## src/rtl/text_display_writer.sv

```systemverilog
// Character stream to text-mode RAM writer: prints bytes at the cursor, handles CR/LF,
// and sweeps the whole screen with BLANK when the cursor counter signals a wrap.
module text_display_writer #(
  parameter int unsigned COLS  = 80,
  parameter int unsigned ROWS  = 30,
  parameter logic [7:0]  BLANK = 8'h20
) (
  input  logic        clk,
  input  logic        rst,
  input  logic [7:0]  in_data,
  input  logic        in_valid,
  output logic        in_ready,
  input  logic [6:0]  cursor_x,
  input  logic [4:0]  cursor_y,
  input  logic        clear_screen,
  output logic        inc_cursor,
  output logic        carriage_cursor,
  output logic        mem_we,
  output logic [11:0] mem_addr,
  output logic [7:0]  mem_data,
  output logic [2:0]  dbg_state_o
);

  // Handshake: a byte transfers on a rising edge where in_valid && in_ready;
  // in_ready is high only in IDLE and the sender must hold data until then.

  typedef enum logic [2:0] {
    IDLE    = 3'd0,
    WRITE   = 3'd1,
    ADVANCE = 3'd2,
    NEWLINE = 3'd3,
    CLEAR   = 3'd4
  } state_t;

  localparam logic [11:0] COLS_W    = 12'(COLS);
  localparam logic [11:0] LAST_ADDR = 12'(COLS * ROWS - 1);

  state_t      state_q;
  logic [7:0]  char_q;
  logic [11:0] clr_cnt_q;

  logic        is_printable;
  logic        is_newline;
  logic [11:0] cursor_addr;

  assign is_printable = (in_data >= 8'h20) && (in_data <= 8'h7E);
  assign is_newline   = (in_data == 8'h0D) || (in_data == 8'h0A);
  assign cursor_addr  = 12'(cursor_y) * COLS_W + 12'(cursor_x);

  always_ff @(posedge clk) begin
    if (rst) begin
      state_q   <= IDLE;
      char_q    <= 8'h00;
      clr_cnt_q <= 12'd0;
    end else begin
      case (state_q)
        IDLE: begin
          if (in_valid) begin
            char_q <= in_data;
            if (is_printable)    state_q <= WRITE;
            else if (is_newline) state_q <= NEWLINE;
          end
        end
        WRITE:   state_q <= ADVANCE;
        ADVANCE: state_q <= clear_screen ? CLEAR : IDLE;
        NEWLINE: state_q <= clear_screen ? CLEAR : IDLE;
        CLEAR: begin
          if (clr_cnt_q == LAST_ADDR) begin
            clr_cnt_q <= 12'd0;
            state_q   <= IDLE;
          end else begin
            clr_cnt_q <= clr_cnt_q + 12'd1;
          end
        end
        default: state_q <= IDLE;
      endcase
    end
  end

  // Outputs decode the registered state; WRITE takes the cursor position live.
  always_comb begin
    in_ready        = 1'b0;
    inc_cursor      = 1'b0;
    carriage_cursor = 1'b0;
    mem_we          = 1'b0;
    mem_addr        = 12'd0;
    mem_data        = 8'h00;
    case (state_q)
      IDLE:    in_ready = 1'b1;
      WRITE: begin
        mem_we   = 1'b1;
        mem_addr = cursor_addr;
        mem_data = char_q;
      end
      ADVANCE: inc_cursor = 1'b1;
      NEWLINE: carriage_cursor = 1'b1;
      CLEAR: begin
        mem_we   = 1'b1;
        mem_addr = clr_cnt_q;
        mem_data = BLANK;
      end
      default: ;
    endcase
  end

  assign dbg_state_o = state_q;

endmodule

```

## config.mk

```make
export PLATFORM = sky130hd
export DESIGN_NAME = text_display_writer
export DESIGN_NICKNAME = d
export VERILOG_FILES = /design/src/rtl/text_display_writer.sv
export SDC_FILE = /design/constraint.sdc
export NUM_CORES = 1
export LEC_CHECK = 0
export ABC_AREA = 1
export BUFFER_PORTS_ARGS = -buffer_cell sky130_fd_sc_hd__buf_2
export CAP_MARGIN = 40
export CORE_MARGIN = 4
export CORE_UTILIZATION = 45
export CTS_BUF_LIST = sky130_fd_sc_hd__clkbuf_8
export CTS_CLUSTER_SIZE = 14
export DETAILED_ROUTE_END_ITERATION = 7
export HOLD_SLACK_MARGIN = 0.15
export PLACE_DENSITY = 0.74
export SLEW_MARGIN = 20
export SYNTH_ARGS = -nofsm -noshare
export SYNTH_HDL_FRONTEND = slang
export SYNTH_SLANG_ARGS = --single-unit
```

## constraint.sdc

```tcl
create_clock -name clk -period 2 [get_ports clk]
set_input_delay 0.2 -clock clk [delete_from_list [all_inputs] [get_ports clk]]
set_output_delay 0.2 -clock clk [all_outputs]
set_load 0.005 [all_outputs]
```

Word-level counts from Yosys, hierarchy flattened
Index checks and enable logic that the tools add are counted.

storage, ports and cells
  flip-flop bits (word level) = 23
  bits of input ports = 24
  output and inout port bits = 27
  logic and storage cells = 38

cells by class
  add/sub/neg operators = 2
  multipliers = 1
  $lt $le $gt $ge = 2
  equality and inequality tests = 10
  muxes and demuxes = 13
  reduce and logical (&&, ||, !) cells = 7

operator list
  kind                   count
  $pmux 12 s2            1
  $eq 8x4->1 const B     2
  $pmux 8 s2             1
  $mux 3                 5
  $add 12x1->12 const B  1
  $add 12x7->12          1
  $eq 12x12->1 const B   1
  $mux 12                1
  $pmux 3 s4             1
  $ge 8x6->1 const B     1
  $le 8x7->1 const B     1
  $mul 5x3->8 const B    1
  $eq 3x2->1 const B     2
  $mux 1                 4
  $ne 2x2->1 const B     2
  $reduce_or 2->1        2
  $eq 3x1->1 const B     1
  $eq 3x3->1 const B     1
  $logic_not 3->1        1
  $ne 3x3->1 const B     1
  $reduce_and 3->1       1
  $reduce_and 2->1       1
  $logic_and 1x1->1      1
  $logic_or 1x1->1       1

Logic depth before layout (Yosys ltp)
Gate-level depths: netlist of the first run.

  depth in word-level cells = 6
  gate-level depth with buffers = 11
  depth with buffers taken out = 11

Least setup slack after synthesis of the first run
No wires, ideal clock.

  path type = input -> output
  start = input port cursor_y[1]
  end = output port mem_addr[11]
  arrival time = 1.779 ns
  required time = 1.800 ns
  path slack = 0.021 ns
  cell stages on the path = 11
  path buffers = 0
  cell sequence = ha_1 -> ha_1 -> fa_1 -> nand2_1 -> inv_1 -> nand4_1 -> a21oi_1 -> nand2_1 -> nand2_1 -> nand2_1 -> nand2_1

on the way
  longest elaborated chain between the ends = 3

RTL lines
  what                line  source
  start: declaration  14    input logic [4:0] cursor_y,
  $mul 5x3->8         48    assign cursor_addr = 12'(cursor_y) * COLS_W + 12'(cursor_x);
  $add 12x7->12       48
  $pmux 12 s2         88    case (state_q)
  end: declaration    19    output logic [11:0] mem_addr,

No other way between the ends.

Final worst setup path of the first run
  start = input port cursor_y[3]
  end = output port mem_addr[9]

The elaborated chain is that of the path after synthesis.

==> results.json, run 1 <==
{
  "wl_per_cell_um": 11.01,
  "clk_latency_ns": 0.26,
  "final_net_count": 341,
  "final_cells": 350,
  "coreArea_sq_um": 3442,
  "synthesis.nets": 283,
  "r2r_slack_ns": 0.49,
  "drtPass1Iterations": 4,
  "utilization_pct": 60.92,
  "finalHoldViolations": 0,
  "htree_levels": 1,
  "finalSetupViolCount": 3,
  "pre_cts_slack_ns": -0.2720,
  "grt_pass1_wl_um": 6458,
  "multiInputGateArea_sq_um": 1044,
  "drive_gt1_share_pct": 26.97,
  "grt_pass1_vias": 1528,
  "routabilityCongestion": 0.7861,
  "startpoint_type": "input port",
  "synth-seq-cells": 23,
  "reg2regPathDepth": 6,
  "hpwl_um": 3040,
  "skew_ns": 0.002892,
  "drtIter0Drc": 73,
  "wirelength_um": 3855,
  "grt-ovfl-total": 0,
  "required_ns": 1.80,
  "avgSynthCellArea_sq_um": 6.682,
  "setup_ws_ns": -0.1913,
  "synthTopCellsByArea": "dfxtp_1 28%, nand2_1 13%, inv_1 8.6%",
  "io_pins": 51,
  "cp_max_fo": 2,
  "critPathSlowestCell": "fa_1",
  "synthDistinctLibCells": 32,
  "yosysTopAreaCell": "dfxtp_1",
  "worst-setup-path-type": "in2out",
  "critical_path.max_stage_delay_ns": 0.52,
  "hp-class": "in2reg",
  "whs_path_depth": 3,
  "cts_made_buffers": 3,
  "die_h_um": 68.56,
  "p_per_area_nw_per_um2": 527.4,
  "report.final.slew_viol_count": 0,
  "diodes": 0,
  "syn2layout_area_growth_pct": 27.07,
  "leakage_nw": 1.023,
  "nFillCells": 353,
  "synth-edff-count": 0,
  "synth_area_sq_um": 1650,
  "floorplan.initialDensity_pct": 47.95,
  "grt_max_degree": 20,
  "cts_buffer_depth": 2,
  "dp_cells": 344,
  "std_cell_rows": 21,
  "max_freq_mhz": 456.4,
  "syn_inst": 247,
  "run_status": "finished with violations",
  "cts-root-buf": "clkbuf_8",
  "synthArstFlopShare_pct": 0,
  "violations": "setup timing",
  "path_cells": "buf_8, ha_4, ha_4, fa_1, nand2_1, inv_2, nand4_1, buf_4, nand3_2, nand2_1, o22ai_1, buf_2",
  "portBuffers": 50,
  "peakVddDrop_uv": 462.9,
  "rsz0062_at_grt": "yes",
  "slew-limit-headroom_pct": 73.34,
  "fp.dieW_um": 68.56,
  "period_needed_ns": 2.191,
  "hold_buffers": 0,
  "drc_errors": 0,
  "endpoint_kind": "output pin",
  "post-route-period-util_pct": 109.6,
  "synth_ff_type": "dfxtp_1",
  "drtAntennaViolNets": 0,
  "yosysTopAreaCellShare_pct": 27.90,
  "yosysSeqAreaShare_pct": 27.90,
  "cts_tree": "built",
  "yosysWarnings": 0,
  "register_area_sq_um": 460.4,
  "track_usage_pct": 17.62,
  "drv_cap": 0,
  "dieArea_sq_um": 4700,
  "worst_pin_slew_ns": 0.3973,
  "path_clk_slew_ns": 0.08,
  "viasPerCell": 4.894,
  "antenna_found_initial": 0,
  "cts.sinks": 23,
  "critPathArrivalTime_ns": 1.99,
  "vias": 1713
}
-- worst paths after layout --
kind | endpoint | from
worst max register to register | clr_cnt_q[6] | dbg_state_o[2]
worst min-delay path | dbg_state_o[2] | clear_screen
worst max-delay path | mem_addr[9] | cursor_y[3]
worst min register to register | char_q[5] | char_q[5]
-- report_power, final --
part | switching, mW | total, mW | internal, mW
combinational | 0.185 | 0.333 | 0.148
clock | 0.141 | 0.278 | 0.137
sequential | 0.0141 | 0.495 | 0.481
total | 0.340 | 1.11 | 0.766
-- logic make-up (layout without fill, tap and decap cells) --
logic type | Yosys count | after routing | synth area share, %
AO/OA/AOI/OAI | 42 | 42 | 14.86
flip-flops | 23 | 23 | 27.90
buffers and inverters | 46 | 103 | 11.83
AND/OR/NAND/NOR | 116 | 116 | 31.16
XOR/XNOR | 8 | 8 | 4.246
adder cells (fa/ha/maj) | 12 | 12 | 10.01
-- timing repair --
| action | in CTS | in global routing |
|---|---|---|
| resized for setup | 10 | 5 |
| pin swaps | 11 | 6 |
| buffers inserted | 0 | 2 |
| endpoints found under the setup margin | 4 | 4 |
-- metal layers --
metal | routed length (um) | global-route usage (%) | vias up
li1 | - | - | 907
met2 | 1772 | 29.68 | 46
met4 | 42 | 5.459 | 0
met5 | 0 | 0 | -
met1 | 1811 | 23.88 | 756
met3 | 228 | 1.297 | 4
-- through the flow --
stage                     setup TNS [ns]  power, mW  hold WS [ns]  area, sq um
after floorplan                        0     0.7031        0.3656         1650
after global placement           -0.5468     0.8096        0.4359         1972
after detailed placement         -0.6581     0.8134        0.4444         1972
after CTS                        -0.4080      1.106        0.2198         2066
after global routing             -0.7171      1.180        0.2217         2097
final                            -0.3730      1.106        0.2197         2097
-- state kept, by name, indices dropped and copies added (netlist names) --
| name | count |
|---|---|
| clr_cnt_q | 12 |
| char_q | 8 |
| dbg_state_o | 3 |
-- final cells by class --
type | count | area share, %
tap | 46 | 2.745
timing repair buffer | 60 | 16.29
multi-input combinational | 178 | 49.76
clock buffer | 3 | 1.969
clock inverter | 1 | 0.1790
sequential | 23 | 21.96
inverter | 39 | 7.100
-- critical path, delay by kind of cell --
kind            cells  cell delay, ns
compound gates      1            0.13
buf+inv             4            0.46
simple gates        4            0.28
fa+ha+maj           3            0.91
-- placed cells by master, fill, tap and decap left out, drive strengths merged, types with 2 or more instances in the layout --
master	Yosys	layout
dfxtp	23	23
nand3	13	13
o22ai	3	3
o21ai	17	17
nor3	8	8
a21oi	15	15
xor2	6	6
ha	10	10
fa	2	2
buf	7	60
clkbuf	0	3
nand2	61	61
nor2	29	29
inv	39	40
xnor2	2	2
nand4	4	4
-- cell usage after synthesis, types with 2 or more instances --
cell	n
nand3_1	12
fa_1	2
xnor2_1	2
nor2_1	27
buf_6	2
buf_2	4
dfxtp_1	23
xor2_1	6
nand2_1	59
nor2_2	2
o22ai_1	3
o21ai_0	15
nor3_1	6
o21ai_1	2
a21oi_1	15
nand4_1	4
inv_1	38
ha_1	10
nand2_2	2
No activity file was read; power rests on OpenSTA's default activity.
==> inputs of run 2 (changes only) <==
--- a/config.mk
+++ b/config.mk
@@ -8,7 +8,7 @@
 export ABC_AREA = 1
 export BUFFER_PORTS_ARGS = -buffer_cell sky130_fd_sc_hd__buf_2
 export CAP_MARGIN = 40
-export CORE_MARGIN = 4
+export CORE_MARGIN = 2
 export CORE_UTILIZATION = 45
 export CTS_BUF_LIST = sky130_fd_sc_hd__clkbuf_8
 export CTS_CLUSTER_SIZE = 14
==> run 2 against run 1 <==
Compared with the run above:
- the flow still finishes with violations (setup timing)
- clock-buffer cell count is the same
- combinational power grew 2%
- total power grew 0.53%
- critical path depth grew 1
- first-iteration DRC count shrank 14%
- routed wire length grew 1.2%
- sequential power is essentially flat
- sequential cell count is the same
- via count grew 1.2%
- clock power is essentially flat
- worst hold slack lost 0.014 ns
- final area grew 0.60%
- highest routed layer unchanged
==> results.json, run 2 (synthesis results as in run 1) <==
{
  "run_status": "finished with violations",
  "violations": "setup timing",
  "largest_reg_flops": 12,
  "cts-root-buf": "clkbuf_8",
  "diodes": 0,
  "grt_pass1_wl_um": 6506,
  "routabilityCongestion": 0.8741,
  "rsz0062_at_grt": "yes",
  "slew-limit-headroom_pct": 74.62,
  "hpwl_um": 3001,
  "reg2regPathDepth": 6,
  "endpoint_kind": "output pin",
  "min_to": "dbg_state_o[2]",
  "report.final.slew_viol_count": 0,
  "drtAntennaViolNets": 0,
  "worst_pin_slew_ns": 0.3782,
  "setup_ws_ns": -0.2051,
  "post-route-period-util_pct": 110.3,
  "p_per_area_nw_per_um2": 527.0,
  "finalSetupViolCount": 4,
  "utilization_pct": 58.50,
  "finalHoldViolations": 0,
  "grt_max_degree": 20,
  "grt_pass1_vias": 1580,
  "whs_path_depth": 3,
  "p_total_mw": 1.112,
  "antenna_found_initial": 0,
  "cts_buffer_depth": 2,
  "clk_latency_ns": 0.26,
  "drc_errors": 0,
  "drive_gt1_share_pct": 27.12,
  "wl_per_cell_um": 11.02,
  "hold_buffers": 0,
  "cts_tree": "built",
  "layout_common_cells": "58 x nand2_1, 48 x buf_2, 38 x inv_1",
  "r2r-start": "dbg_state_o[2]",
  "nFillCells": 348,
  "skew_ns": 0.001289,
  "htree_levels": 1,
  "max_freq_mhz": 453.5,
  "vias": 1733,
  "post_dp_cell_area_sq_um": 1982,
  "required_ns": 1.80,
  "die_h_um": 64.56,
  "hold_path.startpoint": "clear_screen",
  "dieArea_sq_um": 4168,
  "period_needed_ns": 2.205,
  "std_cell_rows": 22,
  "top_register": "clr_cnt_q",
  "wirelength_um": 3900,
  "cp_max_fo": 2,
  "hp-class": "in2reg",
  "pre_cts_slack_ns": -0.2721,
  "viasPerCell": 4.895,
  "worst-setup-path-type": "in2out",
  "coreArea_sq_um": 3606,
  "cts_made_buffers": 3,
  "startpoint_type": "input port",
  "leakage_nw": 1.029,
  "floorplan.initialDensity_pct": 45.77,
  "drtPass1Iterations": 4,
  "timing.hold.ws_ns": 0.2054,
  "critPathArrivalTime_ns": 2.01,
  "io_pins": 51,
  "drv_cap": 0,
  "grt-ovfl-total": 0,
  "design_area_sq_um": 2110,
  "path_clk_slew_ns": 0.08,
  "register_area_sq_um": 460.4,
  "cts.sinks": 23,
  "fp.dieW_um": 64.56,
  "peakVddDrop_uv": 320.9,
  "worstReg2RegEnd": "clr_cnt_q[6]",
  "track_usage_pct": 19.49,
  "r2r_slack_ns": 0.47,
  "final_common_cell": "nand2_1",
  "portBuffers": 50,
  "final_net_count": 343,
  "syn2layout_area_growth_pct": 27.82,
  "multiInputGateArea_sq_um": 1039,
  "drtIter0Drc": 63
}
[run 2: worst max-delay path: stages]
cell and delay, ns:
buf_8 0.10, ha_4 0.23, ha_4 0.16, fa_1 0.53
nand2_1 0.07, inv_2 0.05, nand4_1 0.12, a21oi_2 0.19
nand2_1 0.06, nand2_1 0.06, nand2_1 0.05, nand2_1 0.06
buf_2 0.10
[run 2: power by group]
part,switching (mW),internal [mW]
Combinational,0.188,0.153
Clock,0.139,0.137
Sequential,0.0136,0.481
Total,0.340,0.771
[run 2: worst max-delay path by stage]
stage,startpoint,endpoint,slack [ns],depth (start not counted)
floorplan,cursor_y[1],mem_addr[11],0.02,11
global placement,cursor_y[1],mem_addr[11],-0.24,13
detailed placement,cursor_y[1],mem_addr[11],-0.27,13
CTS,cursor_y[3],mem_addr[11],-0.21,13
global route,cursor_y[3],mem_addr[11],-0.34,13
finish,cursor_y[3],mem_addr[11],-0.21,13
[run 2: per-layer routing]
layer	vias to the layer above	global-route usage, %	wire length, um
li1	909	-	-
met1	769	24.36	1777
met2	51	35.03	1882
met3	4	1.736	193
met4	0	6.649	46
met5	-	0	0
[run 2: timing repair]
item	in CTS	in global routing
setup endpoints to repair	4	4
setup buffers	2	1
pin swaps	11	6
gates resized for setup	11	4
[run 2: stage by stage]
stage / TNS [ns] / std cells
CTS: -0.4722 / 353
detailed placement: -0.6710 / 347
finish: -0.3787 / 354
floorplan: 0 / 247
global route: -0.7624 / 354
global placement: -0.5317 / 347
[run 2: cell type report]
type	instances	share of cell area [%]
multi-input combinational	178	49.23
sequential	23	21.83
timing repair buffer	62	16.90
inverter	39	7.058
tap	48	2.847
clock buffer	3	1.957
clock inverter	1	0.1779
